## src/rtl/ab_sweep_pkg.sv

```systemverilog
// Shared definitions for the A/B truth-table sweep controller:
// FSM state encoding and the widths of the vector index and hold counter.
package ab_sweep_pkg;

    localparam int IDX_W   = 2;
    localparam int CNT_W   = 4;
    localparam int NUM_VEC = 4;

    typedef enum logic [1:0] {
        IDLE  = 2'd0,
        APPLY = 2'd1,
        DONE  = 2'd2
    } state_e;

endpackage

```

## src/rtl/ab_sweep_ctrl_hold_counter.sv

```systemverilog
// Hold-time counter for the sweep controller. Counts cycles spent on the
// current vector and flags the cycle on which the vector must be sampled.
module hold_counter
    import ab_sweep_pkg::*;
#(
    parameter int HOLD_CYCLES = 2
) (
    input  logic clk,
    input  logic rst_n,
    input  logic clr_i,
    input  logic en_i,
    output logic at_limit_o
);

    localparam logic [CNT_W-1:0] LIMIT = CNT_W'(HOLD_CYCLES - 1);

    logic [CNT_W-1:0] cnt_q;
    logic [CNT_W-1:0] cnt_d;

    // Clear has priority so a new vector always starts from zero.
    always_comb begin
        cnt_d = cnt_q;
        if (clr_i) begin
            cnt_d = '0;
        end else if (en_i) begin
            cnt_d = cnt_q + 1'b1;
        end
    end

    // Counter register.
    always_ff @(posedge clk or negedge rst_n) begin
        if (!rst_n) begin
            cnt_q <= '0;
        end else begin
            cnt_q <= cnt_d;
        end
    end

    assign at_limit_o = (cnt_q == LIMIT);

endmodule

```

## src/rtl/ab_sweep_ctrl.sv

```systemverilog
// Sweep controller for two-input/two-output logic blocks. Drives the four
// {A,B} combinations in order, holds each for HOLD_CYCLES cycles, samples the
// block's X/Y at the end of each hold and accumulates pass/fail results.
module ab_sweep_ctrl
    import ab_sweep_pkg::*;
#(
    parameter int         HOLD_CYCLES = 2,
    parameter logic [3:0] EXP_X       = 4'b0000,
    parameter logic [3:0] EXP_Y       = 4'b0000
) (
    input  logic       clk,
    input  logic       rst_n,
    input  logic       start,
    input  logic       x_in,
    input  logic       y_in,
    output logic       a_out,
    output logic       b_out,
    output logic       busy,
    output logic       done,
    output logic       pass,
    output logic [3:0] fail_mask,
    output logic [2:0] err_count
);

    localparam logic [IDX_W-1:0] LAST_IDX = IDX_W'(NUM_VEC - 1);

    state_e           state_q, state_d;
    logic [IDX_W-1:0] idx_q, idx_d;
    logic [3:0]       mask_q, mask_d;
    logic [2:0]       err_q, err_d;
    logic             pass_q, pass_d;

    logic             at_limit;
    logic             sample;
    logic             vec_mismatch;

    // The counter runs only while applying vectors and restarts per vector.
    hold_counter #(
        .HOLD_CYCLES (HOLD_CYCLES)
    ) u_hold_counter (
        .clk        (clk),
        .rst_n      (rst_n),
        .clr_i      ((state_q != APPLY) || at_limit),
        .en_i       (state_q == APPLY),
        .at_limit_o (at_limit)
    );

    assign sample       = (state_q == APPLY) && at_limit;
    assign vec_mismatch = (x_in != EXP_X[idx_q]) || (y_in != EXP_Y[idx_q]);

    // FSM state register.
    always_ff @(posedge clk or negedge rst_n) begin
        if (!rst_n) begin
            state_q <= IDLE;
        end else begin
            state_q <= state_d;
        end
    end

    // Next-state logic: start is honoured only in IDLE, DONE lasts one cycle.
    always_comb begin
        state_d = state_q;
        unique case (state_q)
            IDLE:    if (start) state_d = APPLY;
            APPLY:   if (sample && (idx_q == LAST_IDX)) state_d = DONE;
            DONE:    state_d = IDLE;
            default: state_d = IDLE;
        endcase
    end

    // Vector index and result accumulation; pass is settled from the final
    // error count including a mismatch on the last vector.
    always_comb begin
        idx_d  = idx_q;
        mask_d = mask_q;
        err_d  = err_q;
        pass_d = pass_q;
        if ((state_q == IDLE) && start) begin
            idx_d  = '0;
            mask_d = '0;
            err_d  = '0;
            pass_d = 1'b0;
        end else if (sample) begin
            if (vec_mismatch) begin
                mask_d[idx_q] = 1'b1;
                err_d         = err_q + 3'd1;
            end
            if (idx_q == LAST_IDX) begin
                idx_d  = '0;
                pass_d = (err_d == 3'd0);
            end else begin
                idx_d = idx_q + 1'b1;
            end
        end
    end

    // Index and result registers; the index doubles as the registered A/B drive.
    always_ff @(posedge clk or negedge rst_n) begin
        if (!rst_n) begin
            idx_q  <= '0;
            mask_q <= '0;
            err_q  <= '0;
            pass_q <= 1'b0;
        end else begin
            idx_q  <= idx_d;
            mask_q <= mask_d;
            err_q  <= err_d;
            pass_q <= pass_d;
        end
    end

    // Output decode from registered state.
    always_comb begin
        busy = (state_q == APPLY);
        done = (state_q == DONE);
    end

    assign a_out     = idx_q[1];
    assign b_out     = idx_q[0];
    assign pass      = pass_q;
    assign fail_mask = mask_q;
    assign err_count = err_q;

endmodule
```

## config.mk

```make
export PLATFORM = sky130hd
export DESIGN_NAME = ab_sweep_ctrl
export DESIGN_NICKNAME = d
export VERILOG_FILES = /design/src/rtl/ab_sweep_pkg.sv /design/src/rtl/ab_sweep_ctrl_hold_counter.sv /design/src/rtl/ab_sweep_ctrl.sv
export SDC_FILE = /design/constraint.sdc
export NUM_CORES = 1
export LEC_CHECK = 0
export BUFFER_PORTS_ARGS = -buffer_cell sky130_fd_sc_hd__buf_2
export CORE_ASPECT_RATIO = 0.75
export CORE_MARGIN = 1
export CORE_UTILIZATION = 40
export CTS_CLUSTER_SIZE = 10
export DETAILED_ROUTE_END_ITERATION = 6
export GPL_ROUTABILITY_DRIVEN = 0
export SLEW_MARGIN = 10
export SYNTH_ARGS = -nofsm -noshare
export SYNTH_HDL_FRONTEND = slang
export SYNTH_SLANG_ARGS = --single-unit
```

## constraint.sdc

```tcl
create_clock -name clk -period 2.2 [get_ports clk]
set_clock_uncertainty 0.15 [all_clocks]
set_input_delay 0.22 -clock clk [delete_from_list [all_inputs] [get_ports clk]]
set_output_delay 0.22 -clock clk [all_outputs]
set_load 0.005 [all_outputs]
```

[Word level (Yosys, flattened, before mapping)]
Cells that the tools add are included.
Word-level totals
  bits in registers: 16
  bits of input ports: 5
Operators by class
  reductions and logical operators: 15
  $lt $le $gt $ge: 2
  bitwise operators: 1
  equal/unequal tests: 9
  multiplexer cells: 23
  $add $sub $neg: 3
Operators with widths (count)
  $mux 4: 5
  $mux 3: 5
  $mux 2: 5
  $reduce_bool 2->1: 4
  $reduce_and 2->1: 3
  $mux 1: 5
  $add 4x1->4 const B: 1
  $eq 2x2->1 const B: 2
  $eq 4x1->1 const B: 1
  $logic_and 1x1->1: 4
  $ne 2x1->1 const B: 2
  $or 4x4->4: 1
  $pmux 2 s2: 1
  $add 3x1->3 const B: 1
  $logic_not 3->1: 1
  $lt 2x3->1 const B: 1
  $add 2x1->2 const B: 1
  $bmux 1 s2: 1
  $demux 1 s2: 1
  $eq 2x1->1 const B: 1
  $ge 2x1->1 const B: 1
  $logic_not 2->1: 1
  $logic_or 1x1->1: 2
  $ne 1x1->1: 2
  $ne 2x2->1 const B: 1

[Depth between registers and ports, before layout]
  depth after elaboration: 11
  gate-level depth with buffers: 7
  mapped depth without buffers: 6

[Modules after synthesis]
From an unflattened synthesis, not the netlist that was laid out.
Unflattened totals
  cells, all modules: 81
  area total of the unflattened synthesis: 845.8 um2
Modules (own cells, without submodules)
  ab_sweep_ctrl: cells each 61, times used 1, area an instance 624.3 um2
  hold_counter: cells each 20, times used 1, area an instance 221.5 um2

[Worst setup path before layout]
No wires, ideal clock.
  path type: reg2reg
  start: register u_hold_counter.cnt_q[1]
  end: register pass_q (netlist: pass)
  path slack: 0.085 ns
  library setup time: 0.078 ns
  required time: 1.972 ns
  data arrival time: 1.887 ns
  period minus slack after synthesis: 2.115 ns
  stages on the path, launching flop included: 8
  cell sequence: dfrtp_1 -> inv_1 -> ha_1 -> or3b_4 -> or2_1 -> buf_6 -> or4_1 -> a21boi_1
Between the ends
  cells in the longest elaborated chain, start to end: 4
RTL lines
  from (decl): line ab_sweep_ctrl_hold_counter.sv:17  | logic [CNT_W-1:0] cnt_q;
  from (signal assigned): line ab_sweep_ctrl_hold_counter.sv:35  | cnt_q <= cnt_d;
  $eq 4x1->1: line ab_sweep_ctrl_hold_counter.sv:39  | assign at_limit_o = (cnt_q == LIMIT);
  $logic_and 1x1->1: line ab_sweep_ctrl.sv:48  | assign sample = (state_q == APPLY) && at_limit;
  $reduce_bool 2->1 (no line)
  $reduce_and 2->1 (no line)
  to (signal assigned): line ab_sweep_ctrl.sv:108  | pass_q <= pass_d;
  to (decl): line ab_sweep_ctrl.sv:31  | logic pass_q, pass_d;
No other way between the ends.
A chain may end at the register's enable or synchronous reset.

[Worst setup path in the final report]
Ends and elaborated chain as after synthesis.

==> flow_summary.yaml <==
sta:
  min_period_over_period_pct: 94.98
  worstMarginPinSlew_ns: 0.3641
  slew_viol_final: 0
  finalCriticalPeriod_ns: 2.089
  rsz0062_at_grt: "false"
  finalHoldViolations: 0
  max_freq_ghz: 0.4786
  worst_slack_ns: 0.1105
  setup_viol: 0
  whs_ns: 0.2019
  slew_headroom_pct: 75.67
  tns_ns: 0
worst_setup_path:
  cpLargestDelayFamily: "simple AND/OR/NAND/NOR gates"
  slowest_stage: "or4_1"
  critPathMaxFanout: 3
  arrival_ns: 2.16
  r2r_slack_ns: 0.11
  cpPeakStageDelay_ns: 0.52
  worst_setup_path_end_kind: "flip-flop"
  timing.rr.end: "pass$_DFFE_PN0P_"
  crit_path_start_kind: "flip-flop"
  cp_cell_sequence: "inv_1 -> ha_1 -> or3b_4 -> or2_1 -> or4_1 -> a21boi_2"
  crit_buf_inv: 1
  required_ns: 2.27
  r2r_cells: 6
  regToRegStartpoint: "u_hold_counter.cnt_q[1]$_DFFE_PN0P_"
  path_class: "reg2reg"
floorplan:
  num_rows: 13
  dieArea_um2: 2173
  die-width_um: 53.50
  die_h_um: 40.63
  start_util_pct: 44.07
  core_um2: 1805
  ios: 17
placed_design:
  place_area_um2: 903.4
  port_buffers: 16
  hpwl_um: 1092
  post-place-ws_ns: 0.1162
route:
  dr_total_vias: 584
  ant_nets: 0
  drcViolationCount: 0
  finalWirelength_um: 1469
  first_pass_iters: 4
  viasPerCell: 4.908
  wl_per_cell_um: 12.34
  drt_iter0_markers: 5
logic_synthesis:
  syn_nets: 88
  synth-seq-cells: 16
  yosys-top-cells-area: "dfrtp_1, ha_1, a22o_1, inv_1, nand2_1"
  mappedNetlistArea_um2: 795.8
  synth_top_cell_area_share_pct: 50.31
  synth_cell_types: 25
  synth.yosys.seq_area_share_pct: 50.31
  yosysWarnings: 0
  synthCells: 76
  synth.avg_cell_area_um2: 10.47
  synth_area_leader_cell: "dfrtp_1"
global_route:
  antenna_found_initial: 0
  grt_max_degree: 17
  overflow: 0
  grt_first_pass_wirelength_um: 2242
  grt_pass1_vias: 499
  grt_use_total_pct: 15.84
cts:
  clock_latency_ns: 0.30
  h-tree-depth: 1
  cts_inserted_buffers: 3
  cts_root_buffer: "clkbuf_4"
  clk_pin_slew_worst_paths_ns: 0.10
  clock-sinks: 16
  clk_path_buf_depth: 2
  postCtsSetupBuffers: 0
  cts_tree: "built"
run_status:
  status: "completed"
final_layout:
  stdcell_area_um2: 953.4
  layout_common_cells: "dfrtp_1, buf_2, inv_1"
  multiInputGateArea_um2: 354.1
  seqCellArea_um2: 400.4
  area_growth_pct: 19.81
  fill_cells: 167
  fin_nets: 110
  antenna_cells: 0
  drive_above_1_share_pct: 26.80
pwr:
  peakVddDrop_uv: 677.7
  p_sw_mw: 0.4714
  switching_share_pct: 37.48
  pwr-share-clk_pct: 15.6
  power_density_nw_per_um2: 1319
  power_frac_seq_pct: 41.2
  combinationalPowerShare_pct: 43.2
  power.total_mw: 1.258
  power.internal_mw: 0.7864
  leakagePower_nw: 0.4951
run:
  drv_cap: 0
worst_hold_path:
  hp-class: "in2async"
metal layers:
| metal | vias up | part of all wire, % | wire length, um | GRT usage, % |
|---|---|---|---|---|
| met2 | 15 | 40 | 589 | 23.44 |
| met3 | 4 | 4.9 | 72 | 5.556 |
| met5 | - | 0 | 0 | 0 |
| met1 | 268 | 53 | 781 | 20.74 |
| li1 | 297 | - | - | - |
| met4 | 0 | 1.8 | 26 | 7.895 |
worst max path at each step:
stage                                              from                    to  cells past startpoint
detailed placement  u_hold_counter.cnt_q[1]$_DFFE_PN0P_  idx_q[0]$_DFFE_PN0P_                      7
floorplan           u_hold_counter.cnt_q[1]$_DFFE_PN0P_      pass$_DFFE_PN0P_                      7
CTS                 u_hold_counter.cnt_q[1]$_DFFE_PN0P_  idx_q[0]$_DFFE_PN0P_                      7
finish              u_hold_counter.cnt_q[1]$_DFFE_PN0P_      pass$_DFFE_PN0P_                      6
global placement    u_hold_counter.cnt_q[1]$_DFFE_PN0P_      pass$_DFFE_PN0P_                      6
global route        u_hold_counter.cnt_q[1]$_DFFE_PN0P_      pass$_DFFE_PN0P_                      6
cell type report:
type                       count  area share [%]
sequential                    16           41.99
inverter                       8           3.150
tap                           22           2.887
timing repair buffer          19           11.02
clock buffer                   4           3.806
multi-input combinational     50           37.14
Yosys cell counts, drive strengths merged:
cell / instances
nor3b: 1
a31oi: 1
a21boi: 2
nand2b: 2
o21ai: 5
or3: 1
buf: 1
nand3: 3
a21oi: 1
xnor2: 2
a22o: 4
mux2i: 2
or2: 2
nand2: 7
or3b: 1
clkbuf: 1
inv: 8
nor2: 6
ha: 7
nor2b: 1
or4: 1
nor4: 1
dfrtp: 16
kinds of logic (layout without fill, tap and decap cells):
kind of cell	count (synthesis)	after routing	share of synthesized area [%]
AOI/OAI and AO/OA	13	13	10.85
xor gates and xnor gates	2	2	2.202
adders and majority gates	7	7	11.01
buffers and inverters	10	31	5.660
DFF	16	16	50.31
muxes	2	2	2.516
and+or+nand+nor	26	26	17.45
sequential cells by signal (all words and copies together) (netlist names):
name / count
fail_mask: 4
err_count: 3
state_q: 2
u_hold_counter.cnt_q: 4
idx_q: 2
pass: 1
power by group through the flow:
stage	sequential (mW)	combinational, mW	clock [mW]
2_1_floorplan	0.516	0.364	0
4_1_cts	0.518	0.549	0.204
3_5_place_dp	0.523	0.545	0
6_report	0.518	0.544	0.196
5_1_grt	0.536	0.625	0.222
3_3_place_gp	0.521	0.529	0
through the flow:
step | util (%) | cells
after detailed placement | 50.03 | 114
final | 52.81 | 119
after CTS | 52.60 | 119
after floorplan | - | 76
after global routing | 52.81 | 119
after global placement | 50.03 | 114
repair_timing:
item | in CTS | in global routing
setup endpoints to repair | 0 | 2
gates resized for setup | 0 | 2
hold buffers | 1 | 0
endpoints found under the hold margin | 16 | 0
(Power assumes the default switching activity.)
